**src/rtl/maze_player_mover.sv**
```systemverilog
// Player position tracker for the generated maze: turns direction pulses into wall-checked moves.
// Optional PLAYER_STEP_COUNT_EN adds a saturating committed-move counter output (step_count).
module maze_player_mover #(
    parameter int WIDTH    = 30,
    parameter int HEIGHT   = 40,
    parameter int READ_LAT = 2,
    parameter int START_X  = 0,
    parameter int START_Y  = 0
) (
    input  logic        clock,
    input  logic        reset,
    input  logic        gen_end,
    input  logic        move_up,
    input  logic        move_down,
    input  logic        move_left,
    input  logic        move_right,
    output logic [10:0] maze_address,
    input  logic        maze_address_data,
    output logic [5:0]  player_x,
    output logic [5:0]  player_y,
    output logic        busy,
    output logic        move_done,
    output logic        blocked,
`ifdef PLAYER_STEP_COUNT_EN
    output logic [15:0] step_count,
`endif
    output logic        at_exit
);

    typedef enum logic [1:0] {WAIT_GEN, READY, FETCH, DECIDE} state_t;

    localparam int          CW         = (READ_LAT > 1) ? $clog2(READ_LAT) : 1;
    localparam logic [10:0] START_ADDR = 11'(WIDTH * START_Y + START_X);

    state_t        state;
    logic [CW-1:0] cnt;
    logic [5:0]    tgt_x, tgt_y;

    logic          req_any, req_oob;
    logic [5:0]    req_x, req_y;

    function automatic logic [10:0] tile_addr(input logic [5:0] x, input logic [5:0] y);
        return 11'(WIDTH) * {5'd0, y} + {5'd0, x};
    endfunction

    // Fixed priority up > down > left > right; only the winner is bounds-checked.
    always_comb begin
        req_any = move_up | move_down | move_left | move_right;
        req_oob = 1'b0;
        req_x   = player_x;
        req_y   = player_y;
        if (move_up) begin
            req_oob = (player_y == 6'd0);
            req_y   = player_y - 6'd1;
        end else if (move_down) begin
            req_oob = ({1'b0, player_y} + 7'd1) >= 7'(HEIGHT);
            req_y   = player_y + 6'd1;
        end else if (move_left) begin
            req_oob = (player_x == 6'd0);
            req_x   = player_x - 6'd1;
        end else if (move_right) begin
            req_oob = ({1'b0, player_x} + 7'd1) >= 7'(WIDTH);
            req_x   = player_x + 6'd1;
        end
    end

    always_ff @(posedge clock or negedge reset) begin
        if (!reset) begin
            state        <= WAIT_GEN;
            cnt          <= '0;
            tgt_x        <= 6'(START_X);
            tgt_y        <= 6'(START_Y);
            player_x     <= 6'(START_X);
            player_y     <= 6'(START_Y);
            maze_address <= START_ADDR;
            busy         <= 1'b0;
            move_done    <= 1'b0;
            blocked      <= 1'b0;
            at_exit      <= 1'b0;
`ifdef PLAYER_STEP_COUNT_EN
            step_count   <= 16'd0;
`endif
        end else if (!gen_end) begin
            // Maze being (re)generated: abandon any move and restart from the entry tile.
            state        <= WAIT_GEN;
            cnt          <= '0;
            tgt_x        <= 6'(START_X);
            tgt_y        <= 6'(START_Y);
            player_x     <= 6'(START_X);
            player_y     <= 6'(START_Y);
            maze_address <= START_ADDR;
            busy         <= 1'b0;
            move_done    <= 1'b0;
            blocked      <= 1'b0;
            at_exit      <= 1'b0;
`ifdef PLAYER_STEP_COUNT_EN
            step_count   <= 16'd0;
`endif
        end else begin
            move_done <= 1'b0;
            blocked   <= 1'b0;
            at_exit   <= (state != WAIT_GEN) && (player_y == 6'(HEIGHT - 1)) &&
                         (player_x >= 6'(WIDTH - 2));
            case (state)
                WAIT_GEN: state <= READY;
                READY: begin
                    if (req_any) begin
                        if (req_oob) begin
                            blocked <= 1'b1;
                        end else begin
                            tgt_x        <= req_x;
                            tgt_y        <= req_y;
                            maze_address <= tile_addr(req_x, req_y);
                            busy         <= 1'b1;
                            cnt          <= '0;
                            state        <= FETCH;
                        end
                    end
                end
                FETCH: begin
                    if (cnt == CW'(READ_LAT - 1)) state <= DECIDE;
                    else                          cnt   <= cnt + 1'b1;
                end
                DECIDE: begin
                    if (!maze_address_data) begin
                        player_x  <= tgt_x;
                        player_y  <= tgt_y;
                        move_done <= 1'b1;
`ifdef PLAYER_STEP_COUNT_EN
                        if (step_count != 16'hFFFF) step_count <= step_count + 16'd1;
`endif
                    end else begin
                        blocked      <= 1'b1;
                        maze_address <= tile_addr(player_x, player_y);
                    end
                    busy  <= 1'b0;
                    state <= READY;
                end
                default: state <= WAIT_GEN;
            endcase
        end
    end

endmodule
```
**config.mk**
```make
export PLATFORM = sky130hd
export DESIGN_NAME = maze_player_mover
export DESIGN_NICKNAME = d
export VERILOG_FILES = /design/src/rtl/maze_player_mover.sv
export SDC_FILE = /design/constraint.sdc
export NUM_CORES = 1
export LEC_CHECK = 0
export CAP_MARGIN = 30
export CORE_ASPECT_RATIO = 1.75
export CORE_UTILIZATION = 44
export CTS_CLUSTER_SIZE = 14
export DETAILED_ROUTE_END_ITERATION = 8
export GPL_TIMING_DRIVEN = 0
export PLACE_DENSITY = 0.65
export SLEW_MARGIN = 0
export SYNTH_ARGS = -nofsm -noshare
export SYNTH_HDL_FRONTEND = slang
export SYNTH_SLANG_ARGS = --single-unit
```
**constraint.sdc**
```tcl
create_clock -name clock -period 5.5 [get_ports clock]
set_clock_uncertainty 0.05 [all_clocks]
set_input_delay 0.825 -clock clock [delete_from_list [all_inputs] [get_ports clock]]
set_output_delay 0.825 -clock clock [all_outputs]
set_load 0.05 [all_outputs]
```
==> flow_summary.rst, run 1 <==
.. list-table::
   :header-rows: 1

   * - Metric
     - Value
   * - Routability congestion estimate
     - 0.894
   * - Combinational fraction of design power
     - 0.538
   * - Number of distinct library cells after synthesis
     - 67
   * - Clock tree root driver cell
     - sky130_fd_sc_hd__clkbuf_16
   * - Worst setup slack for register-to-register paths
     - between 0.3 and 0.4 ns
   * - Setup repair after global routing missed its margin
     - no
   * - Remaining design rule violation count
     - 0
   * - Routed vias
     - 3826
   * - Worst-path maximum fanout
     - 5
   * - Total Routing Usage GR
     - 0.226
   * - Number of inserted diodes
     - 0
   * - Per-instance average area after synthesis
     - between 8 and 9 µm²
   * - Via count of the first global-routing pass
     - 3848
   * - Layout Cells excl Fill
     - between 600 and 700
   * - Register bit total from synthesis
     - between 40 and 50
   * - Share of total power in the clock network
     - 0.197
   * - Maximum number of pins on one net before global-route repair
     - 31
   * - Sort of element at the start of the critical path
     - input pin
   * - Switching power share of the total
     - 0.434
   * - Most frequent cells in the layout
     - 60 x sky130_fd_sc_hd__ha_1, 50 x sky130_fd_sc_hd__nand2_1, 48 x sky130_fd_sc_hd__nor2_1
   * - Hold-fix buffers, CTS
     - 0
   * - Die height
     - about 130 µm
   * - Final TNS setup
     - 0 ns
   * - Total instance count after detailed placement
     - about 670
   * - Proportion of register bits with asynchronous set or reset after synthesis
     - 1.00
   * - Period Utilization, post-route
     - 0.949
   * - Worst reg2reg path startpoint
     - player_y[0]
   * - Wire length reported by the detailed router
     - roughly 11000 µm
   * - Worst-Skew Late Latency
     - 0.29 ns
   * - Cell-by-cell trace of the critical path
     - clkdlybuf4s50_1 -> nor2b_4 -> a22oi_1 -> xnor2_2 -> buf_4 -> fa_1 -> fa_1 -> inv_1 -> fa_1 -> inv_1 -> ha_1 -> a21oi_1 -> nand2b_1 -> a2111oi_1 -> xor2_1 -> nand2_1 -> a32o_1
   * - Clock slew at the register clock pins of the worst setup and hold paths
     - 0.06 ns
   * - Static leakage
     - around 2.4 nW
   * - Number of placement rows
     - 48
   * - Kind of end point of the critical path
     - flip-flop
   * - Synth Warn #
     - 0
   * - Die width
     - ~80 µm
   * - Wire length of the first global-routing pass
     - between 15000 and 20000 µm
   * - Synthesis-to-layout area growth
     - 15.1%
   * - Area of the core
     - slightly below 0.01 mm²
   * - Max Buffers Root-to-Sink
     - 2
   * - Net switching power of the design
     - between 600 and 700 µW
   * - Detailed-routing iteration count for the pre-antenna-repair pass
     - 5
   * - Clock period minus final worst setup slack
     - approximately 5.2 ns
   * - Worst-case headroom to the max-slew limit
     - 0.505
   * - Delay of the slowest critical-path stage
     - approximately 0.6 ns
   * - Max Freq
     - ~190 MHz
   * - Number of nets in the synthesized netlist
     - 594
   * - Required time at the endpoint of the critical path
     - between 5 and 6 ns
   * - Post-detailed-route wirelength per cell
     - 16.7 µm
   * - CP delay by family, top
     - adder cells
   * - Total power divided by cell area
     - around 280 mW/mm²
   * - Area of the die
     - about 0.011 mm²
   * - Final design instance area without fill
     - 0.00511 mm²
   * - Synth Cell Area
     - 0.00444 mm²
   * - Run status
     - completed
   * - Top cells by area, synth
     - sky130_fd_sc_hd__dfrtp_1 24%, sky130_fd_sc_hd__ha_1 17%, sky130_fd_sc_hd__fa_1 7.2%, sky130_fd_sc_hd__nand2_1 4.2%, sky130_fd_sc_hd__nor2_1 4.1%
   * - Number of cells traversed by the worst register-to-register path
     - 17
   * - Crit path buffers/inverters
     - 4
   * - Final hold vios
     - 0
   * - Capture instance of the worst register-to-register path
     - maze_address[9]
   * - Maxcap violations
     - 0
   * - Final Hold Slack
     - 0.376 ns
   * - Number of top-level design ports
     - 35
   * - Number of instances in the synthesized netlist
     - between 500 and 600
   * - Type of the most critical hold path
     - in2async
   * - Fraction of final layout cells with drive strength greater than 1
     - 0.0651
   * - DP Area
     - a little under 0.005 mm²
   * - Area share of the largest cell type after synthesis
     - 0.237
   * - Number of antenna-violating nets in the routed design
     - 0
   * - Worst Path Class, Setup
     - in2reg
   * - Initial antenna violation count
     - 0
   * - Top_reg_cell synth
     - sky130_fd_sc_hd__dfrtp_1
   * - Clock tree from TritonCTS
     - yes
   * - Number of enable-type register cells in the synthesized netlist
     - 0
   * - Cts bufs inserted
     - 5
   * - Cell-internal power
     - between 800 and 900 µW
   * - Data arrival at the endpoint of the critical path
     - 5.34 ns
   * - Highest ir drop seen on vdd
     - 0.000161 V
   * - Critical Path Slowest Stage Cell
     - sky130_fd_sc_hd__clkdlybuf4s50_1
   * - CTS HTree Levels
     - 2
   * - Power share of the sequential group
     - 0.265
   * - Sequential cell area fraction in the yosys report
     - 0.237
   * - Slew at the pin closest to its max-slew limit
     - 0.738 ns
   * - Total grt overflow
     - 0
   * - Nets
     - ~640
   * - Total number of clock tree sinks
     - 42
   * - Final-report setup violation count
     - 0
   * - Largest area contributor in the netlist
     - sky130_fd_sc_hd__dfrtp_1
   * - Vias per cell
     - between 5 and 6
   * - Initial Utilization
     - 0.450
   * - Filler instances
     - approximately 950
   * - Max-slew violations
     - 0
   * - Buffers on Ports
     - 32
   * - Critical path's most frequent cell
     - sky130_fd_sc_hd__fa_1
   * - Initial DRC Count
     - 144
   * - Most frequent standard cell in the layout excluding fill and tap cells
     - sky130_fd_sc_hd__ha_1
   * - Detailed placer's ending HPWL
     - around 9200 µm
flip-flops by register name, summed over array words and instances (netlist names):
register      flops
move_done         1
blocked           1
at_exit           1
cnt               1
busy              1
player_y          6
tgt_y             6
state             2
tgt_x             6
maze_address     11
player_x          6
synth_stat cells (all sizes together) (3+ instances only):
cell    count
ha         60
nand2      50
nor2       49
inv        47
dfrtp      42
a21oi      32
o21ai      29
xnor2      21
fa         16
mux2i      16
xor2       13
nand2b     10
nand3      10
a211oi      9
clkbuf      9
nor3        9
buf         8
o211ai      7
a21o        5
and3        5
nor2b       5
o31ai       5
a311oi      3
a31oi       3
a32o        3
nand3b      3
repair_timing:
| item | 4_1_cts | 5_1_grt |
|---|---|---|
| resized for setup | 1 | 4 |
| endpoints found under the setup margin | 3 | 3 |
| pin swaps | 0 | 1 |
| buffers inserted | 0 | 2 |
logic make-up (layout without fill, tap and decap cells):
logic type               count (synthesis)  in the layout  share of synthesized area
AND/OR/NAND/NOR                        153            153                      0.164
AO/OA/AOI/OAI                          123            123                      0.189
adder cells (fa/ha/maj)                 77             77                      0.244
buffers and inverters                   64            107                     0.0590
flip-flops                              42             42                      0.237
XOR/XNOR                                34             34                     0.0688
multiplexers                            17             17                     0.0386
power groups by stage:
stage | registers (mW) | clock network, mW | logic, mW
2_1_floorplan | 0.500 | 0 | 0.460
3_3_place_gp | 0.390 | 0 | 0.759
3_5_place_dp | 0.392 | 0 | 0.776
4_1_cts | 0.386 | 0.293 | 0.781
5_1_grt | 0.391 | 0.304 | 0.849
6_report | 0.385 | 0.286 | 0.781
per-layer routing:
layer | vias up | part of all wire | GRT usage
met5 | - | 0 | 0
li1 | 1851 | - | -
met1 | 1851 | 0.38 | 0.247
met3 | 33 | 0.030 | 0.0155
met4 | 0 | 0.047 | 0.126
met2 | 91 | 0.54 | 0.424
per-stage QoR:
step           worst slack (ns)   util  total power, mW
2_1_floorplan             0.524      -            0.960
3_3_place_gp             -0.434  0.499             1.15
3_5_place_dp             -0.490  0.500             1.17
4_1_cts                 0.00354  0.515             1.46
5_1_grt                  0.0288  0.518             1.54
6_report                  0.282  0.518             1.45
worst max path at each step:
stage,depth (start not counted),startpoint,slack [ns],to
after CTS,16,move_down,0.004,maze_address[9]
after detailed placement,16,move_down,-0.49,maze_address[9]
after global routing,17,move_down,0.03,maze_address[9]
final,17,move_down,0.28,maze_address[9]
after floorplan,16,move_up,0.52,maze_address[9]
after global placement,16,move_down,-0.43,maze_address[9]
final cells by class:
type	instances	area, µm²	area share
multi-input cells	404	3140	0.616
flip-flops and latches	42	1050	0.206
repair buffers	35	350	0.0686
inverters	47	176	0.0346
well taps	125	156	0.0306
clock buffers	6	129	0.0252
plain buffers	17	85.1	0.0167
clock inverters	2	13.8	0.00270
worst register-to-register path, delay by kind of cell (launching register included):
| kind | cells | cell delay, ns |
|---|---|---|
| fa+ha+maj | 5 | 2.28 |
| compound gates | 5 | 1.28 |
| flops | 1 | 0.52 |
| buf+inv | 4 | 0.47 |
| simple gates | 2 | 0.24 |
| xor+xnor | 1 | 0.18 |
Note: power is estimated with default switching activity, not from simulation.
==> inputs of run 2 (changes only) <==
--- a/config.mk
+++ b/config.mk
@@ -7,11 +7,13 @@
 export LEC_CHECK = 0
 export CAP_MARGIN = 30
 export CORE_ASPECT_RATIO = 1.75
+export CORE_MARGIN = 10
 export CORE_UTILIZATION = 44
 export CTS_CLUSTER_SIZE = 14
 export DETAILED_ROUTE_END_ITERATION = 8
 export GPL_TIMING_DRIVEN = 0
 export PLACE_DENSITY = 0.65
+export SETUP_SLACK_MARGIN = 0.3
 export SLEW_MARGIN = 0
 export SYNTH_ARGS = -nofsm -noshare
 export SYNTH_HDL_FRONTEND = slang
==> run 2 against run 1 <==
  * Clock power is essentially flat
  * Register-to-register slack gained 0.23 ns
  * Non-clock buffer count did not move
  * Largest cell class unchanged
  * Largest power group unchanged
==> flow_summary.rst, run 2 (synthesized netlist as in run 1, its figures left out) <==
.. list-table::
   :header-rows: 1

   * - Metric
     - Value
   * - Most frequent cells in the layout
     - 60 x sky130_fd_sc_hd__ha_1, 50 x sky130_fd_sc_hd__nand2_1, 48 x sky130_fd_sc_hd__nor2_1
   * - Number of top-level design ports
     - 35 (unchanged)
   * - Critical path destination
     - maze_address[9]
   * - PnR worst setup slack
     - 0.593 ns (+0.311 ns)
   * - Capture instance of the worst register-to-register path
     - maze_address[9]
   * - Clock slew at the register clock pins of the worst setup and hold paths
     - 0.06 ns (about the same)
   * - Die height
     - 153 µm (+13%)
   * - Worst-case headroom to the max-slew limit
     - 0.456 (-0.0482)
   * - Final design instance area without fill
     - 0.00513 mm² (+0.42%)
   * - Total Routing Usage GR
     - 0.162 (-0.0632)
   * - Worst setup slack for register-to-register paths
     - 0.59 ns (+0.23 ns)
   * - Post-detailed-route wirelength per cell
     - 17.1 µm (+2.3%)
   * - Number of placement rows
     - 48 (unchanged)
   * - Area of the core
     - 0.00985 mm² (unchanged)
   * - Data arrival at the endpoint of the critical path
     - 5.03 ns (-0.31 ns)
   * - Max-slew violations
     - 0 (unchanged)
   * - Worst-Skew Late Latency
     - 0.29 ns (about the same)
   * - Maximum number of pins on one net before global-route repair
     - 39 (+26%)
   * - Detailed placer's ending HPWL
     - 9350 µm (+1.3%)
   * - Fraction of final layout cells with drive strength greater than 1
     - 0.0705 (+0.00542)
   * - Wire length reported by the detailed router
     - 11600 µm (+2.3%)
   * - Routed vias
     - 3831 (+0.13%)
   * - Detailed-routing iteration count for the pre-antenna-repair pass
     - 4 (-1)
   * - Filler instances
     - 969 (+1.8%)
   * - Number of cells traversed by the worst register-to-register path
     - 17 (unchanged)
   * - Slew at the pin closest to its max-slew limit
     - 0.810 ns (+0.0718 ns)
   * - Max Buffers Root-to-Sink
     - 2 (unchanged)
   * - CTS HTree Levels
     - 2 (unchanged)
   * - Utilization of the core after routing
     - 0.521 (+0.00216)
   * - Remaining design rule violation count
     - 0 (unchanged)
   * - Worst setup path startpoint
     - player_y[0]
   * - Number of antenna-violating nets in the routed design
     - 0 (unchanged)
   * - Final-report setup violation count
     - 0 (unchanged)
   * - Worst Path Class, Setup
     - reg2reg
   * - Synthesis-to-layout area growth
     - 15.6%
   * - Highest ir drop seen on vdd
     - 0.000175 V (+8.4%)
   * - Clock tree root driver cell
     - sky130_fd_sc_hd__clkbuf_16
   * - Initial DRC Count
     - 178 (+24%)
   * - Die width
     - 95.9 µm (+23%)
   * - Vias per cell
     - 5.65 (+0.13%)
   * - Clock tree from TritonCTS
     - yes
   * - Type of the most critical hold path
     - in2async
   * - Max Freq
     - 204 MHz (+6.3%)
   * - Wire length of the first global-routing pass
     - 19200 µm (+4.3%)
   * - Routability congestion estimate
     - 0.878 (-1.8%)
   * - Required time at the endpoint of the critical path
     - 5.62 ns (about the same)
   * - Total number of clock tree sinks
     - 42 (unchanged)
   * - Total power divided by cell area
     - 286 mW/mm² (+0.64%)
   * - Total grt overflow
     - 0 (unchanged)
   * - Clock period minus final worst setup slack
     - 4.91 ns (-0.311 ns)
   * - Final hold vios
     - 0 (unchanged)
   * - Most frequent standard cell in the layout excluding fill and tap cells
     - sky130_fd_sc_hd__ha_1
   * - Largest reg by FF count
     - maze_address
   * - Period Utilization, post-route
     - 0.892 (-0.0566)
   * - Worst reg2reg path startpoint
     - player_y[0]
   * - Setup repair after global routing missed its margin
     - no
   * - DP Area
     - 0.00493 mm² (unchanged)
   * - Kind of end point of the critical path
     - flip-flop
   * - Buffers on Ports
     - 32 (unchanged)
   * - Run status
     - completed
   * - Initial antenna violation count
     - 0 (unchanged)
   * - Number of inserted diodes
     - 0 (unchanged)
   * - Cts bufs inserted
     - 5 (unchanged)
   * - Initial Utilization
     - 0.450 (unchanged)
   * - Placement Setup Slack
     - -0.507 ns (-0.0164 ns)
   * - Hold-fix buffers, CTS
     - 0 (unchanged)
   * - Static leakage
     - 2.45 nW (+0.43%)
   * - Max reg flops
     - 11 (unchanged)
   * - Sort of element at the start of the critical path
     - flip-flop
   * - Maxcap violations
     - 0 (unchanged)
   * - Area of the die
     - 0.0147 mm² (+40%)
   * - Nets
     - 636 (unchanged)
   * - Worst-path maximum fanout
     - 8 (+3)
   * - Via count of the first global-routing pass
     - 3951 (+2.7%)
==> run 2: layout make-up <==
type                       instances  area, µm²  share of cell area
timing repair buffer              35        353              0.0688
clock inverter                     2       13.8             0.00268
clock buffer                       6        129              0.0251
buffer                            17       85.1              0.0166
tap                              125        156              0.0305
multi-input combinational        404       3160               0.617
inverter                          47        176              0.0344
sequential                        42       1050               0.205
==> run 2: critical path: stages, from the launching register on <==
cell and delay, ns:
sky130_fd_sc_hd__dfrtp_2 0.46, sky130_fd_sc_hd__buf_2 0.24, sky130_fd_sc_hd__inv_1 0.08, sky130_fd_sc_hd__ha_1 0.41, sky130_fd_sc_hd__a211oi_2 0.29, sky130_fd_sc_hd__a21oi_4 0.10, sky130_fd_sc_hd__fa_1 0.53, sky130_fd_sc_hd__fa_1 0.53
sky130_fd_sc_hd__inv_1 0.06, sky130_fd_sc_hd__fa_1 0.49, sky130_fd_sc_hd__inv_1 0.04, sky130_fd_sc_hd__ha_1 0.30, sky130_fd_sc_hd__a21oi_1 0.10, sky130_fd_sc_hd__nand2b_1 0.18, sky130_fd_sc_hd__a2111oi_2 0.42, sky130_fd_sc_hd__xor2_1 0.19
sky130_fd_sc_hd__nand2_1 0.07, sky130_fd_sc_hd__a32o_1 0.25
==> run 2: worst min path at each step <==
stage | endpoint | slack (ns) | depth (start not counted)
global placement | maze_address[10] | 0.42 | 2
global route | maze_address[9] | 0.32 | 1
CTS | maze_address[9] | 0.31 | 1
detailed placement | maze_address[0] | 0.42 | 2
floorplan | tgt_x[0] | 0.44 | 2
finish | maze_address[9] | 0.31 | 1
==> run 2: metal layers <==
layer	vias to the layer above	GRT usage	part of all wire
li1	1853	-	-
met1	1850	0.175	0.37
met2	92	0.290	0.52
met3	36	0.0226	0.051
met4	0	0.0861	0.051
met5	-	0	0
==> run 2: timing repair <==
action                                  CTS  global route
pin swaps                                 2             2
endpoints found under the setup margin    6             3
gates resized for setup                   5             5
setup buffers                             2             0
==> run 2: metrics by stage <==
step | hold WS, ns | setup TNS [ns] | std cells | power (mW)
finish | 0.312 | 0 | 678 | 1.47
global route | 0.324 | 0 | 678 | 1.57
CTS | 0.312 | 0 | 678 | 1.47
floorplan | 0.439 | 0 | 510 | 0.960
global placement | 0.416 | -1.60 | 667 | 1.15
detailed placement | 0.424 | -1.52 | 668 | 1.17
==> run 2: report_power, final <==
| group | switching (mW) | internal [mW] |
|---|---|---|
| combinational | 0.494 | 0.300 |
| sequential | 0.0290 | 0.355 |
| clock | 0.121 | 0.168 |
| total | 0.644 | 0.823 |
==> inputs of run 3 (changes only) <==
--- a/config.mk
+++ b/config.mk
@@ -8,11 +8,12 @@
 export CAP_MARGIN = 30
 export CORE_ASPECT_RATIO = 1.75
 export CORE_MARGIN = 10
-export CORE_UTILIZATION = 44
+export CORE_UTILIZATION = 60
 export CTS_CLUSTER_SIZE = 14
 export DETAILED_ROUTE_END_ITERATION = 8
 export GPL_TIMING_DRIVEN = 0
-export PLACE_DENSITY = 0.65
+export MAX_ROUTING_LAYER = met4
+export PLACE_DENSITY = 0.84
 export SETUP_SLACK_MARGIN = 0.3
 export SLEW_MARGIN = 0
 export SYNTH_ARGS = -nofsm -noshare
==> run 3 against run 2 <==
  * Non-clock buffer count up 1
  * Worst hold slack better by 0.049 ns
  * Fmax down 1.7%
  * Clock power up 18%
  * Worst setup slack worse by 0.082 ns
  * Final cell count down 5.6%
  * Register-to-register slack worse by 0.08 ns
  * Critical endpoint unchanged
  * Largest power group unchanged
  * Highest routed layer unchanged
==> flow_summary.rst, run 3 (synthesized netlist as in run 1, its figures left out) <==
.. list-table::
   :header-rows: 1

   * - Metric
     - Value
   * - Most frequent cells in the layout
     - 60 x sky130_fd_sc_hd__ha_1, 50 x sky130_fd_sc_hd__nand2_1, 48 x sky130_fd_sc_hd__nor2_1
   * - Kind of end point of the critical path
     - flip-flop
   * - Delay of the slowest critical-path stage
     - 0.55 ns (+0.02 ns)
   * - Clock period minus final worst setup slack
     - 4.99 ns (+0.0824 ns)
   * - Max Freq
     - 200 MHz (-1.7%)
   * - Buffers on Ports
     - 32 (unchanged)
   * - Data arrival at the endpoint of the critical path
     - 5.12 ns (+0.09 ns)
   * - Wire length reported by the detailed router
     - 11700 µm (+1.0%)
   * - Sort of element at the start of the critical path
     - flip-flop
   * - Area taken by flip-flops and latches
     - 0.00105 mm² (unchanged)
   * - Total number of clock tree sinks
     - 42 (unchanged)
   * - Max Buffers Root-to-Sink
     - 2 (unchanged)
   * - Utilization of the core after routing
     - 0.710 (+0.189)
   * - Total Routing Usage GR
     - 0.209 (+0.0462)
   * - Required time at the endpoint of the critical path
     - 5.63 ns (about the same)
   * - Maximum number of pins on one net before global-route repair
     - 33 (-15%)
   * - Static leakage
     - 2.47 nW (+0.92%)
   * - Worst-path maximum fanout
     - 8 (unchanged)
   * - Number of inserted diodes
     - 0 (unchanged)
   * - Fraction of final layout cells with drive strength greater than 1
     - 0.0794 (+0.00890)
   * - Total grt overflow
     - 0 (unchanged)
   * - Die width
     - 85.0 µm (-11%)
   * - Largest reg by FF count
     - maze_address
   * - Area of the die
     - 0.0114 mm² (-22%)
   * - Initial DRC Count
     - 238 (+34%)
   * - Final Hold Slack
     - 0.361 ns (+0.0491 ns)
   * - Worst setup path startpoint
     - player_y[0]
   * - Most frequent standard cell in the layout excluding fill and tap cells
     - sky130_fd_sc_hd__ha_1
   * - Final hold vios
     - 0 (unchanged)
   * - Total power divided by cell area
     - 298 mW/mm² (+4.3%)
   * - Highest ir drop seen on vdd
     - 0.000241 V (+38%)
   * - Cts bufs inserted
     - 5 (unchanged)
   * - Worst Path Class, Setup
     - reg2reg
   * - Number of placement rows
     - 41 (-15%)
   * - Detailed-routing iteration count for the pre-antenna-repair pass
     - 5 (+1)
   * - Type of the most critical hold path
     - in2async
   * - Maxcap violations
     - 0 (unchanged)
   * - Clock slew at the register clock pins of the worst setup and hold paths
     - 0.07 ns (about the same)
   * - Crit path buffers/inverters
     - 4 (unchanged)
   * - Clock tree from TritonCTS
     - yes
   * - CP delay by family, top
     - adder cells
   * - Max reg flops
     - 11 (unchanged)
   * - Initial Utilization
     - 0.613 (+0.163)
   * - CTS HTree Levels
     - 2 (unchanged)
   * - Area occupied by multi-input gates
     - 0.00318 mm² (+0.59%)
   * - Worst-Skew Late Latency
     - 0.29 ns (about the same)
   * - Setup repair after global routing missed its margin
     - no
   * - Nets
     - 637 (+0.16%)
   * - Routed vias
     - 3970 (+3.6%)
   * - Initial antenna violation count
     - 0 (unchanged)
   * - Cell-by-cell trace of the critical path
     - clkbuf_4 -> inv_1 -> ha_1 -> a211oi_2 -> a21oi_4 -> fa_1 -> fa_1 -> inv_1 -> fa_1 -> inv_1 -> ha_1 -> a21oi_1 -> nand2b_1 -> a2111oi_2 -> xor2_1 -> nand2_1 -> a32o_1
   * - Filler instances
     - 557 (-43%)
   * - Clock tree root driver cell
     - sky130_fd_sc_hd__clkbuf_16
   * - Remaining design rule violation count
     - 0 (unchanged)
   * - Number of top-level design ports
     - 35 (unchanged)
   * - Slew at the pin closest to its max-slew limit
     - 0.734 ns (-0.0753 ns)
   * - Max-slew violations
     - 0 (unchanged)
   * - Worst reg2reg path startpoint
     - player_y[0]
   * - Critical Path Slowest Stage Cell
     - sky130_fd_sc_hd__fa_1
   * - Via count of the first global-routing pass
     - 4108 (+4.0%)
   * - Synthesis-to-layout area growth
     - 15.7%
   * - Area of the core
     - 0.00723 mm² (-27%)
   * - Worst-case headroom to the max-slew limit
     - 0.507 (+0.0506)
   * - Routability congestion estimate
     - 0.921 (+4.9%)
   * - Number of antenna-violating nets in the routed design
     - 0 (unchanged)
   * - Run status
     - completed
   * - Post-detailed-route wirelength per cell
     - 18.3 µm (+7.0%)
   * - Vias per cell
     - 6.20 (+9.8%)
   * - Final-report setup violation count
     - 0 (unchanged)
   * - Detailed placer's ending HPWL
     - 9170 µm (-1.9%)
   * - Die height
     - 134 µm (-12%)
   * - Wire length of the first global-routing pass
     - 19200 µm (about the same)
   * - Period Utilization, post-route
     - 0.907 (+0.0150)
[run 3: timing repair]
action                     in CTS  in global routing
hold buffers                    0                  0
pin swaps                       2                  1
buffers inserted                2                  1
setup endpoints to repair       5                  3
resized for setup               6                  8
[run 3: worst paths after layout]
check / end / slack [ns] / depth (start not counted)
min in group clock: maze_address[9] / 0.44 / 1
worst max-delay path: maze_address[9] / 0.51 / 17
worst max register to register: maze_address[9] / 0.51 / 17
worst min-delay path: state[1] / 0.36 / 1
worst min register to register: maze_address[9] / 0.44 / 1
max in group asynchronous: maze_address[8] / 4.55 / 2
[run 3: routing by layer]
layer / routed length (µm) / share of wire / global-route usage
met4: 533 / 0.045 / 0.112
met5: 0 / 0 / -
met1: 4300 / 0.37 / 0.206
met3: 544 / 0.046 / 0.0311
met2: 6360 / 0.54 / 0.377
[run 3: cell type report]
type	instances	area share
multi-input cells	404	0.620
flip-flops and latches	42	0.205
repair buffers	36	0.0702
inverters	47	0.0344
clock buffers	5	0.0244
well taps	86	0.0210
plain buffers	17	0.0171
clock inverters	3	0.00853
[run 3: stage by stage]
step	cells	total power, mW	TNS [ns]	setup WS, ns	area (µm²)
5_1_grt	640	1.62	0	0.314	5130
6_report	640	1.53	0	0.511	5130
2_1_floorplan	510	0.960	0	0.524	4440
4_1_cts	639	1.51	0	0.319	5090
3_3_place_gp	628	1.14	-1.24	-0.478	4860
3_5_place_dp	629	1.16	-1.98	-0.632	4880
[run 3: worst register-to-register path, stage by stage, from the launching register on]
cell and delay, ns:
sky130_fd_sc_hd__dfrtp_2 0.46, sky130_fd_sc_hd__clkbuf_4 0.24, sky130_fd_sc_hd__inv_1 0.08, sky130_fd_sc_hd__ha_1 0.41, sky130_fd_sc_hd__a211oi_2 0.32, sky130_fd_sc_hd__a21oi_4 0.10
sky130_fd_sc_hd__fa_1 0.54, sky130_fd_sc_hd__fa_1 0.55, sky130_fd_sc_hd__inv_1 0.07, sky130_fd_sc_hd__fa_1 0.50, sky130_fd_sc_hd__inv_1 0.04, sky130_fd_sc_hd__ha_1 0.30
sky130_fd_sc_hd__a21oi_1 0.10, sky130_fd_sc_hd__nand2b_1 0.18, sky130_fd_sc_hd__a2111oi_2 0.45, sky130_fd_sc_hd__xor2_1 0.18, sky130_fd_sc_hd__nand2_1 0.07, sky130_fd_sc_hd__a32o_1 0.25
[run 3: where the power goes]
group	switching, mW	total, mW	leakage, nW	internal (mW)
Clock	0.125	0.340	0.0842	0.215
Sequential	0.0318	0.386	0.571	0.355
Combinational	0.502	0.806	1.82	0.304
